File: src/rtl/runway_traffic_arbiter.sv
`default_nettype none
// ============================================================================
// Module      : runway_traffic_arbiter
// Description : Queues landing/takeoff requests and grants exclusive use of a
//               single runway for a fixed occupancy time. Takeoffs are held in
//               HIGH_ALERT, rejected and flushed in EMERGENCY. Landings have
//               priority, but a waiting takeoff wins after FAIR_LIMIT
//               consecutive landing grants.
// Revision    : 1.0 - initial release
// ============================================================================
module runway_traffic_arbiter #(
  parameter int DEPTH       = 4,
  parameter int LAND_CYCLES = 4,
  parameter int TKOF_CYCLES = 3,
  parameter int FAIR_LIMIT  = 3
) (
  input  logic       CLK,
  input  logic       RST,
  input  logic [1:0] ECSU_state,
  input  logic       landing_req,
  input  logic       takeoff_req,
  output logic       landing_grant,
  output logic       takeoff_grant,
  output logic       runway_busy,
  output logic [2:0] lq_count,
  output logic [2:0] tq_count,
  output logic       req_dropped,
  output logic [1:0] arb_state
);

  // Timer holds (occupancy - 1), so it needs enough bits for max(cycles) - 1.
  localparam int c_tmr_max = (LAND_CYCLES > TKOF_CYCLES) ? LAND_CYCLES : TKOF_CYCLES;
  localparam int c_tmr_w   = (c_tmr_max > 1) ? $clog2(c_tmr_max) : 1;
  localparam int c_fair_w  = $clog2(FAIR_LIMIT + 1);

  localparam logic [2:0]          c_depth     = 3'(DEPTH);
  localparam logic [c_tmr_w-1:0]  c_land_load = c_tmr_w'(LAND_CYCLES - 1);
  localparam logic [c_tmr_w-1:0]  c_tkof_load = c_tmr_w'(TKOF_CYCLES - 1);
  localparam logic [c_fair_w-1:0] c_fair_lim  = c_fair_w'(FAIR_LIMIT);

  typedef enum logic [1:0] {
    S_IDLE    = 2'b00,
    S_LANDING = 2'b01,
    S_TAKEOFF = 2'b10
  } state_t;

  state_t              r_state,  w_state_nxt;
  logic [c_tmr_w-1:0]  r_timer,  w_timer_nxt;
  logic [c_fair_w-1:0] r_fair,   w_fair_nxt;
  logic [2:0]          r_lq,     w_lq_nxt;
  logic [2:0]          r_tq,     w_tq_nxt;
  logic                r_lg,     w_lg;
  logic                r_tg,     w_tg;
  logic                r_drop,   w_drop;

  logic w_emerg;
  logic w_tk_elig;
  logic w_l_acc;
  logic w_t_acc;

  // Weather classification and request acceptance against pre-edge counts.
  always_comb begin
    w_emerg   = (ECSU_state == 2'b11);
    w_tk_elig = ~ECSU_state[1];
    w_l_acc   = landing_req && (r_lq < c_depth);
    w_t_acc   = takeoff_req && !w_emerg && (r_tq < c_depth);
  end

  // Arbitration and occupancy timer: grants only from IDLE, operations run to completion.
  always_comb begin
    w_state_nxt = r_state;
    w_timer_nxt = r_timer;
    w_lg        = 1'b0;
    w_tg        = 1'b0;
    case (r_state)
      S_IDLE: begin
        if (w_tk_elig && (r_tq != 3'd0) && ((r_lq == 3'd0) || (r_fair == c_fair_lim))) begin
          w_tg        = 1'b1;
          w_state_nxt = S_TAKEOFF;
          w_timer_nxt = c_tkof_load;
        end else if (r_lq != 3'd0) begin
          w_lg        = 1'b1;
          w_state_nxt = S_LANDING;
          w_timer_nxt = c_land_load;
        end
      end
      S_LANDING, S_TAKEOFF: begin
        if (r_timer == '0) begin
          w_state_nxt = S_IDLE;
        end else begin
          w_timer_nxt = r_timer - c_tmr_w'(1);
        end
      end
      default: begin
        w_state_nxt = S_IDLE;
        w_timer_nxt = '0;
      end
    endcase
  end

  // Queue counts, drop indication and fairness counter.
  always_comb begin
    w_lq_nxt = r_lq;
    if (w_l_acc) w_lq_nxt = w_lq_nxt + 3'd1;
    if (w_lg)    w_lq_nxt = w_lq_nxt - 3'd1;

    // EMERGENCY flushes the takeoff queue; no takeoff can be granted then.
    w_tq_nxt = r_tq;
    if (w_emerg) begin
      w_tq_nxt = 3'd0;
    end else begin
      if (w_t_acc) w_tq_nxt = w_tq_nxt + 3'd1;
      if (w_tg)    w_tq_nxt = w_tq_nxt - 3'd1;
    end

    w_drop = (landing_req && !w_l_acc) ||
             (takeoff_req && !w_t_acc) ||
             (w_emerg && (r_tq != 3'd0));

    // Fairness only matters while a takeoff waits, so it clears with the queue.
    w_fair_nxt = r_fair;
    if (w_tg || (w_tq_nxt == 3'd0)) begin
      w_fair_nxt = '0;
    end else if (w_lg && (r_fair != c_fair_lim)) begin
      w_fair_nxt = r_fair + c_fair_w'(1);
    end
  end

  // State, counters and registered output pulses.
  always_ff @(posedge CLK) begin
    if (!RST) begin
      r_state <= S_IDLE;
      r_timer <= '0;
      r_fair  <= '0;
      r_lq    <= 3'd0;
      r_tq    <= 3'd0;
      r_lg    <= 1'b0;
      r_tg    <= 1'b0;
      r_drop  <= 1'b0;
    end else begin
      r_state <= w_state_nxt;
      r_timer <= w_timer_nxt;
      r_fair  <= w_fair_nxt;
      r_lq    <= w_lq_nxt;
      r_tq    <= w_tq_nxt;
      r_lg    <= w_lg;
      r_tg    <= w_tg;
      r_drop  <= w_drop;
    end
  end

  assign landing_grant = r_lg;
  assign takeoff_grant = r_tg;
  assign req_dropped   = r_drop;
  assign lq_count      = r_lq;
  assign tq_count      = r_tq;
  assign arb_state     = r_state;
  assign runway_busy   = (r_state != S_IDLE);

endmodule
`default_nettype wire

File: config.mk
export PLATFORM = sky130hd
export DESIGN_NAME = runway_traffic_arbiter
export DESIGN_NICKNAME = d
export VERILOG_FILES = /design/src/rtl/runway_traffic_arbiter.sv
export SDC_FILE = /design/constraint.sdc
export NUM_CORES = 1
export LEC_CHECK = 0
export ABC_AREA = 1
export CORE_ASPECT_RATIO = 0.7
export CORE_UTILIZATION = 45
export CTS_CLUSTER_SIZE = 12
export DETAILED_ROUTE_END_ITERATION = 7
export GPL_ROUTABILITY_DRIVEN = 0
export PLACE_DENSITY_LB_ADDON = 0.25
export SLEW_MARGIN = 20
export SYNTH_ARGS = -nofsm -noshare
export SYNTH_HDL_FRONTEND = slang
export SYNTH_SLANG_ARGS = --single-unit
export TNS_END_PERCENT = 10
File: constraint.sdc
create_clock -name CLK -period 1.8 [get_ports CLK]
set_input_delay 0.54 -clock CLK [delete_from_list [all_inputs] [get_ports CLK]]
set_output_delay 0.54 -clock CLK [all_outputs]
set_load 0.05 [all_outputs]
* After elaboration in Yosys (flattened, before gate mapping)
Index checks and enable logic that the tools add are counted.
** Word-level totals
- Register bits after elaboration :: 15
- Input bits :: 6
- Output and inout bits :: 12
- Logic and storage cells :: 72
** Cells by class
- Add/sub/neg operators :: 6
- $lt $le $gt $ge :: 2
- Equality and inequality tests :: 8
- Multiplexer cells :: 19
- Bitwise logic cells :: 2
- Reductions and logical operators :: 27
** Operator list (number)
- 3-bit 2-to-1 mux :: 6
- 2-bit 2-to-1 mux :: 6
- 1-bit logical AND :: 9
- 2-bit case mux with 2 select lines :: 2
- 3-bit by 1-bit adder with 3-bit output (second input constant) :: 2
- 2-bit == test (second input constant) :: 3
- 3-bit zero test :: 2
- 3-bit less-than comparator (second input constant) :: 2
- 2-bit inequality test (second input constant) :: 3
- 3-bit nonzero test :: 2
- 3-bit by 1-bit subtractor with 3-bit output (second input constant) :: 2
- 1-bit 2-to-1 mux :: 5
- 2-bit zero test :: 2
- 1-bit logical OR :: 4
- 2-bit AND reduction :: 2
- 2-bit OR reduction :: 2
- 1-bit zero test :: 3
- 3-bit inequality test (second input constant) :: 1
- 2-bit by 1-bit adder with 2-bit output (second input constant) :: 1
- 2-bit by 1-bit == test with 1-bit output (second input constant) :: 1
- 1-bit NOT :: 2
- 2-bit nonzero test :: 1
- 2-bit by 1-bit subtractor with 2-bit output (second input constant) :: 1

* Longest topological paths before layout
- Word-level depth :: 12
- Gate-level depth with buffers :: 13
- Mapped depth without buffers :: 13

* Least setup slack after synthesis
OpenSTA, ideal clock, no wires.
- Path kind :: reg-to-reg
- From :: register r_tq[0] (netlist: tq_count[0])
- To :: register r_fair[0]
- Arrival time :: 1.897 ns
- Setup slack :: -0.161 ns
- Cell stages (with the launch flop) :: 13
- Buffers on the path :: 0
- Clock period less this slack :: 1.961 ns
- Cells stage by stage :: dfxtp_1 -> inv_1 -> ha_1 -> o21ai_2 -> ha_1 -> inv_1 -> nand3_1 -> nand2_1 -> nand2_1 -> nand3_1 -> nand3_1 -> nand2_1 -> nor2_1
** On the way
- Longest elaborated chain between the ends :: 10
- Elaborated cells on any way between the ends :: 19
- Classes of those cells :: 2 x add/sub; 1 x order compare; 8 x mux; 8 x reduce/logical
** Ends and longest elaborated chain
- start: declaration :: RTL line 51 : logic [2:0] r_tq, w_tq_nxt;
- start signal: assignment :: RTL line 145 : r_tq <= w_tq_nxt;
- 3-bit less-than comparator / 3-bit nonzero test (equally long branches) :: RTL line 66, 77
- 1-bit logical AND (on tied branches) :: RTL line 66, 77
- 3-bit 2-to-1 mux / 1-bit logical AND (equally long branches) :: RTL line 112, 77
- 3-bit 2-to-1 mux / 1-bit 2-to-1 mux (equally long branches) :: RTL line 109, 77
- 3-bit by 1-bit subtractor with 3-bit output / 1-bit 2-to-1 mux (equally long branches) :: RTL line 113, 75
- 3-bit 2-to-1 mux :: RTL line 113 : if (w_tg) w_tq_nxt = w_tq_nxt - 3'd1;
- 3-bit 2-to-1 mux :: RTL line 109 : if (w_emerg) begin
- 3-bit zero test :: RTL line 122 : if (w_tg || (w_tq_nxt == 3'd0)) begin
- 1-bit logical OR :: RTL line 122
- 2-bit OR reduction (no source line)
- end signal: assignment :: RTL line 143 : r_fair <= w_fair_nxt;
- end: declaration :: RTL line 49 : logic [c_fair_w-1:0] r_fair, w_fair_nxt;
Several ways; a longest one is shown, not always the timed one. The select of a mux whose other input is x is not followed.
A chain may end at the register's enable or synchronous reset.

* Worst setup path after layout
- From :: register r_state[0] (netlist: arb_state[0])
- To :: output runway_busy
** On the way
- Longest elaborated chain between the ends :: 1
** Ends and longest elaborated chain
- start: declaration :: RTL line 47 : state_t r_state, w_state_nxt;
- start signal: assignment :: RTL line 141 : r_state <= w_state_nxt;
- 2-bit nonzero test :: RTL line 158 : assign runway_busy = (r_state != S_IDLE);
- end: declaration :: RTL line 24 : output logic runway_busy,
No other way between the ends.

==> impl_metrics.xml <==
<?xml version="1.0" encoding="UTF-8"?>
<metrics>
  <group name="worst_setup_path">
    <metric name="worst_ep_required_time" unit="ns">1.26</metric>
    <metric name="critPathArrivalTime" unit="ns">1.19</metric>
    <metric name="r2r_cells" unit="">12</metric>
    <metric name="critPathLaunchType" unit="">flip-flop</metric>
    <metric name="worstSetupPathType" unit="">flip-flop to primary output</metric>
    <metric name="critical_path_capture_point_type" unit="">primary output</metric>
    <metric name="critical_path_peak_fanout" unit="">6</metric>
  </group>
  <group name="yosys">
    <metric name="dominantRegCellSynth" unit="">dfxtp_1</metric>
    <metric name="synthesis.nets" unit="">147</metric>
    <metric name="synth.top_cells.by_area" unit="">dfxtp_1 32%, ha_1 13%, nand2_1 12%</metric>
    <metric name="synth_enable_flop_cells" unit="">0</metric>
    <metric name="yosysMostFrequentCell" unit="">nand2_1</metric>
    <metric name="yosysSeqAreaShare" unit="%">32.2</metric>
    <metric name="avgSynthCellArea" unit="µm²">7.12</metric>
    <metric name="synth.yosys.warnings" unit="">0</metric>
    <metric name="syn-instance-count" unit="">131</metric>
    <metric name="ys_top_cells_by_count" unit="">30 x nand2_1, 20 x inv_1, 15 x dfxtp_1, 11 x nor2_1</metric>
    <metric name="synth_largest_type_area_fraction" unit="%">32.2</metric>
    <metric name="synth_area_leader_cell" unit="">dfxtp_1</metric>
    <metric name="synthArstFlopShare" unit="%">0</metric>
    <metric name="synth_area" unit="µm²">932</metric>
    <metric name="netlist-cell-type-count" unit="">20</metric>
    <metric name="synth.ff_latch_count" unit="">15</metric>
  </group>
  <group name="grt">
    <metric name="track_usage" unit="%">20.9</metric>
    <metric name="grt_max_degree" unit="">9</metric>
    <metric name="first_global_vias" unit="">820</metric>
    <metric name="grt_pass1_wl" unit="mm">3.39</metric>
    <metric name="grt_antenna_before_repair" unit="">0</metric>
    <metric name="grt.overflow.total" unit="">0</metric>
  </group>
  <group name="finish">
    <metric name="nFillCells" unit="">141</metric>
    <metric name="area_growth" unit="%">46.7</metric>
    <metric name="multi_input_comb_area" unit="µm²">586</metric>
    <metric name="nNetsFinal" unit="">183</metric>
    <metric name="seqCellArea" unit="µm²">305</metric>
    <metric name="share_of_cells_above_drive_strength_1" unit="%">36.1</metric>
    <metric name="num_antenna_cells" unit="">0</metric>
  </group>
  <group name="place">
    <metric name="pre_cts_worst_setup_slack" unit="ns">-0.414</metric>
    <metric name="portBuffers" unit="">17</metric>
    <metric name="post-dp-hpwl" unit="mm">1.71</metric>
  </group>
  <group name="floorplan">
    <metric name="dieArea" unit="µm²">2260</metric>
    <metric name="num_io_pins" unit="">18</metric>
    <metric name="start_util" unit="%">49.0</metric>
    <metric name="fp.coreArea" unit="µm²">1900</metric>
    <metric name="fp-row-count" unit="">13</metric>
    <metric name="die_h" unit="µm">40.1</metric>
    <metric name="chipWidth" unit="µm">56.4</metric>
  </group>
  <group name="drt">
    <metric name="dr.first_iter.drc_count" unit="">37</metric>
    <metric name="route.detailed.wl_per_inst" unit="µm">11.3</metric>
    <metric name="drtAntennaViolNets" unit="">0</metric>
    <metric name="via_total_after_detailed_routing" unit="">962</metric>
    <metric name="detail_route.wirelength" unit="mm">2.13</metric>
    <metric name="route.detailed.drc" unit="">0</metric>
    <metric name="first_pass_iters" unit="">4</metric>
    <metric name="route.detailed.vias_per_inst" unit="">5.12</metric>
  </group>
  <group name="flow_run">
    <metric name="max_cap_viol_count" unit="">0</metric>
  </group>
  <group name="clock_tree">
    <metric name="htree_levels" unit="">1</metric>
    <metric name="clkLatencyLatePin" unit="ns">0.28</metric>
    <metric name="cts.clk_slew.worst_paths" unit="ns">0.09</metric>
    <metric name="cts_sinks" unit="">15</metric>
    <metric name="cts_buffers" unit="">3</metric>
    <metric name="max-clock-path-buffers" unit="">2</metric>
    <metric name="clock_tree.root_cell" unit="">clkbuf_4</metric>
    <metric name="tritoncts" unit="">built</metric>
  </group>
  <group name="power">
    <metric name="p_int" unit="W">0.00118</metric>
    <metric name="leakage" unit="nW">0.701</metric>
    <metric name="power.density" unit="nW/µm²">1690</metric>
    <metric name="power.sequential.fraction" unit="%">22.8</metric>
    <metric name="power.share.clock" unit="%">8.4</metric>
    <metric name="vdd_drop_max" unit="µV">1230</metric>
    <metric name="p_comb_share" unit="%">68.8</metric>
    <metric name="power.share.switching" unit="%">48.9</metric>
    <metric name="power.net_switching" unit="W">0.00113</metric>
  </group>
  <group name="timing">
    <metric name="layout_min_cycle_time" unit="ns">1.73</metric>
    <metric name="final.setup_skew" unit="ns">0.000506</metric>
    <metric name="finalSetupTns" unit="ns">0</metric>
    <metric name="worst_slew_margin_rel" unit="%">82.8</metric>
    <metric name="period_share" unit="%">96.1</metric>
    <metric name="slew_viol_final" unit="">0</metric>
    <metric name="timing_hold_violations_final" unit="">0</metric>
    <metric name="worst-slew-pin-transition" unit="ns">0.255</metric>
    <metric name="achievable-frequency" unit="MHz">578</metric>
    <metric name="setup_violators_final" unit="">0</metric>
    <metric name="finalWorstSetupSlack" unit="ns">0.0695</metric>
  </group>
  <group name="worst_hold_path">
    <metric name="timing.hold.worst.class" unit="">flip-flop to flip-flop</metric>
    <metric name="number_of_instances_on_the_worst_hold_path" unit="">2</metric>
  </group>
  <group name="status">
    <metric name="outcome" unit="">finished clean</metric>
  </group>
</metrics>
==> logic make-up (layout without fill, tap and decap cells) <==
logic type	after synthesis	after routing	share of synthesized area, %
xor+xnor	2	2	1.88
buf+inv	23	58	9.26
compound gates	17	17	10.2
simple gates	64	64	33.0
flops	15	15	32.2
fa+ha+maj	10	10	13.4
==> flip-flops by register name (all words and copies together), names as in the netlist <==
signal	cells
r_timer	2
r_fair	2
landing_grant	1
arb_state	2
takeoff_grant	1
req_dropped	1
lq_count	3
tq_count	3
==> final cells by class <==
class	instances	area share [%]
clock buffers	4	1.92
inverters	22	6.04
multi-input cells	93	42.8
flip-flops and latches	15	22.3
well taps	22	2.01
repair buffers	32	24.9
==> power by group through the flow <==
stage | Combinational (W) | Clock [W] | Sequential (W)
6_report | 0.00159 | 0.000194 | 0.000529
3_3_place_gp | 0.00149 | 0 | 0.000527
3_5_place_dp | 0.00153 | 0 | 0.000535
4_1_cts | 0.00155 | 0.000204 | 0.000529
5_1_grt | 0.00174 | 0.000215 | 0.000541
2_1_floorplan | 0.000770 | 0 | 0.000763
==> layer usage <==
metal	up-vias	global-route usage, %	share of wire [%]
met1	433	23.5	46
met5	-	0	0
met4	0	7.93	1.2
li1	482	-	-
met3	4	7.42	6.9
met2	43	38.1	46
==> through the flow <==
stage	util, %	power, W	hold slack (ns)	area (µm²)	std cells
floorplan	-	0.00153	0.433	936	131
global placement	67.1	0.00201	0.453	1280	181
detailed placement	67.1	0.00206	0.455	1280	181
CTS	69.7	0.00228	0.469	1330	186
global route	71.9	0.00250	0.502	1370	188
finish	71.9	0.00231	0.463	1370	188
==> placed cells by master, fill, tap and decap left out <==
cell type        Yosys  routed
a21oi_1              8       8
buf_12               0       7
buf_4                0      20
clkbuf_1             1       1
clkbuf_4             0       3
clkdlybuf4s50_1      0       2
dfxtp_1             15      11
dfxtp_2              0       4
dlygate4sd2_1        0       2
dlymetal6s2s_1       0       1
ha_1                10       8
ha_2                 0       2
inv_1               20      18
inv_2                2       4
nand2_1             30      26
nand2_2              5       9
nand2_4              1       1
nand3_1             10       7
nand3_2              1       3
nand3_4              0       1
nand4_1              3       3
nor2_1              11      10
nor2_2               2       3
nor2_8               1       1
o21a_1               1       1
o21ai_0              5       5
o21ai_1              1       1
o21ai_2              2       2
xor2_1               2       2
==> final timing paths <==
path,start,end,slack [ns]
hold / removal,r_timer[1]$_SDFFE_PN0P_,r_timer[1]$_SDFFE_PN0P_,0.46
hold reg to reg,r_timer[1]$_SDFFE_PN0P_,r_timer[1]$_SDFFE_PN0P_,0.46
setup reg to reg,tq_count[0]$_SDFF_PN0_,r_fair[0]$_SDFFE_PP0P_,0.13
setup / recovery,arb_state[0]$_SDFFE_PN0P_,runway_busy,0.07
==> worst max-delay path, stage by stage, from the launching register on <==
cell     delay (ns)
dfxtp_2        0.35
inv_1          0.06
ha_2           0.26
inv_2          0.08
buf_12         0.15
==> repair_timing <==
item                                   CTS  global route
hold buffers                             0             0
pin swaps                                2             6
setup buffers                            1             2
endpoints found under the hold margin    0             0
setup endpoints to repair                4             5
resized for setup                        6            11
(Power assumes the default switching activity.)
==> edit, RTL diff (same settings) <==
Set the parameter `TKOF_CYCLES` to 6 (it was 3).
--- a/src/rtl/runway_traffic_arbiter.sv
+++ b/src/rtl/runway_traffic_arbiter.sv
@@ -11,7 +11,7 @@
 module runway_traffic_arbiter #(
   parameter int DEPTH       = 4,
   parameter int LAND_CYCLES = 4,
-  parameter int TKOF_CYCLES = 3,
+  parameter int TKOF_CYCLES = 6,
   parameter int FAIR_LIMIT  = 3
 ) (
   input  logic       CLK,
Formal check against the unedited RTL: not equivalent (Yosys sat finds a counterexample within 10 cycles, from zero or initial values and one cycle with RST low).
==> edit against the unedited design <==
Area after synthesis is 12% higher; total power grew 8.7%; final area is 7.1% higher; sequential cell count grew 1; wire length is 12% higher; worst setup slack better by 0.0016 ns; global-route usage up 1.3 points; first-iteration DRC count shrank 59%; critical endpoint unchanged; cell count is 8.5% higher; register-to-register slack improved by 0.03 ns; die area is 12% higher; synthesized cell count is 4.6% higher.
==> edit: results (changes against the unedited design) <==
Logic synthesis
  • Number of distinct library cells after synthesis: 25 (was 20)
  • Synth Area in Compound Gates: 12.5% (was 10.2%)
  • Post-synthesis sequential area ratio: 30.6% (was 32.2%)
  • Synthesized instance count: 137 (was 131)
  • Synth top area cells: dfxtp_1, ha_1, nand2_1, inv_1, a21oi_1 (was dfxtp_1, ha_1, nand2_1, inv_1, nand3_1)
  • XOR/XNOR Fraction of Synth Area: 1.67% (was 1.88%)
  • Most frequent cells after synthesis: nand2_1, dfxtp_1, inv_1 (was nand2_1, inv_1, dfxtp_1)
  • Syn_nets: 154 (was 147)
  • Adder-cell share of the synthesized area: 13.1% (was 13.4%)

Hold path
  • HP Start: arb_state[1] (was r_timer[1])

Timing
  • Worst-margin pin slew: 0.339 ns (was 0.255 ns)
  • Hold slack: 0.497 ns (was 0.463 ns)
  • Worst Skew: 0.00105 ns (was 0.000506 ns)

Power and ir drop
  • VDD IR max: 1090 uV (was 1230 uV)
  • Comb pwr share: 69.9% (was 68.8%)
  • Switching Share: 49.0% (was 48.9%)
  • Reg power frac: 22.6% (was 22.8%)
  • PD cells: 1720 mW/mm2 (was 1690 mW/mm2)
  • LEAKAGE: 0.000726 uW (was 0.000701 uW)

Global route
  • Vias in the first global route: 993 (was 820)
  • Tot GR Track Use: 22.1% (was 20.9%)
  • First-pass GRT wire length: 4.15 mm (was 3.39 mm)

Layout
  • Fraction of layout cells with a size suffix above 1: 34.3% (was 36.1%)
  • Layout net count: 191 (was 183)
  • Layout Cells excl Fill: 204 (was 188)
  • Final instance area: 0.00147 mm2 (was 0.00137 mm2)
  • Filler cells: 190 (was 141)

Drt
  • Vias per cell: 4.98 (was 5.12)
  • Total wire length: 2.39 mm (was 2.13 mm)

CTS
  • Post CTS Setup Buffer Count: 0 (was 1)
  • Cts bufs inserted: 3 (unchanged)

Place
  • DP Area: 0.00144 mm2 (was 0.00128 mm2)
  • DP Worst Slack: -0.435 ns (was -0.414 ns)
  • Post-DP HPWL: 1.96 mm (was 1.71 mm)

Setup path
  • Crit path max fanout: 5 (was 6)
  • FF-to-FF Start: lq_count[1] (was tq_count[0])

Outcome
  • Status: finished, final reports clean (unchanged)
==> edit: changes by cell type in the layout (fill, tap and decap cells not counted), moves of 3 or more <==
cell	delta
nand2_4	+3
nand2_1	+7
o21ai_0	-3
o21ai_1	+4
nand2_2	-6
nand3_2	+3
nor2_1	-4
==> edit: final timing paths <==
check | endpoint | slack (ns) | cells past startpoint
max | runway_busy | 0.07 | 4
min | arb_state[1] | 0.50 | 2
max reg2reg | lq_count[2] | 0.16 | 7
min reg2reg | arb_state[1] | 0.50 | 2
==> edit: area by class of cell <==
type,instances,share of cell area (%)
well taps,32,2.73
repair buffers,33,23.5
clock buffers,3,1.54
inverters,21,5.38
flip-flops and latches,16,22.2
multi-input cells,99,44.7
==> edit: metal layers <==
metal,track usage (%),part of all wire (%),vias up
met5,0,0,-
met3,5.86,4.3,4
li1,-,-,520
met4,6.98,1.3,0
met2,33.1,44,27
met1,30.8,50,464
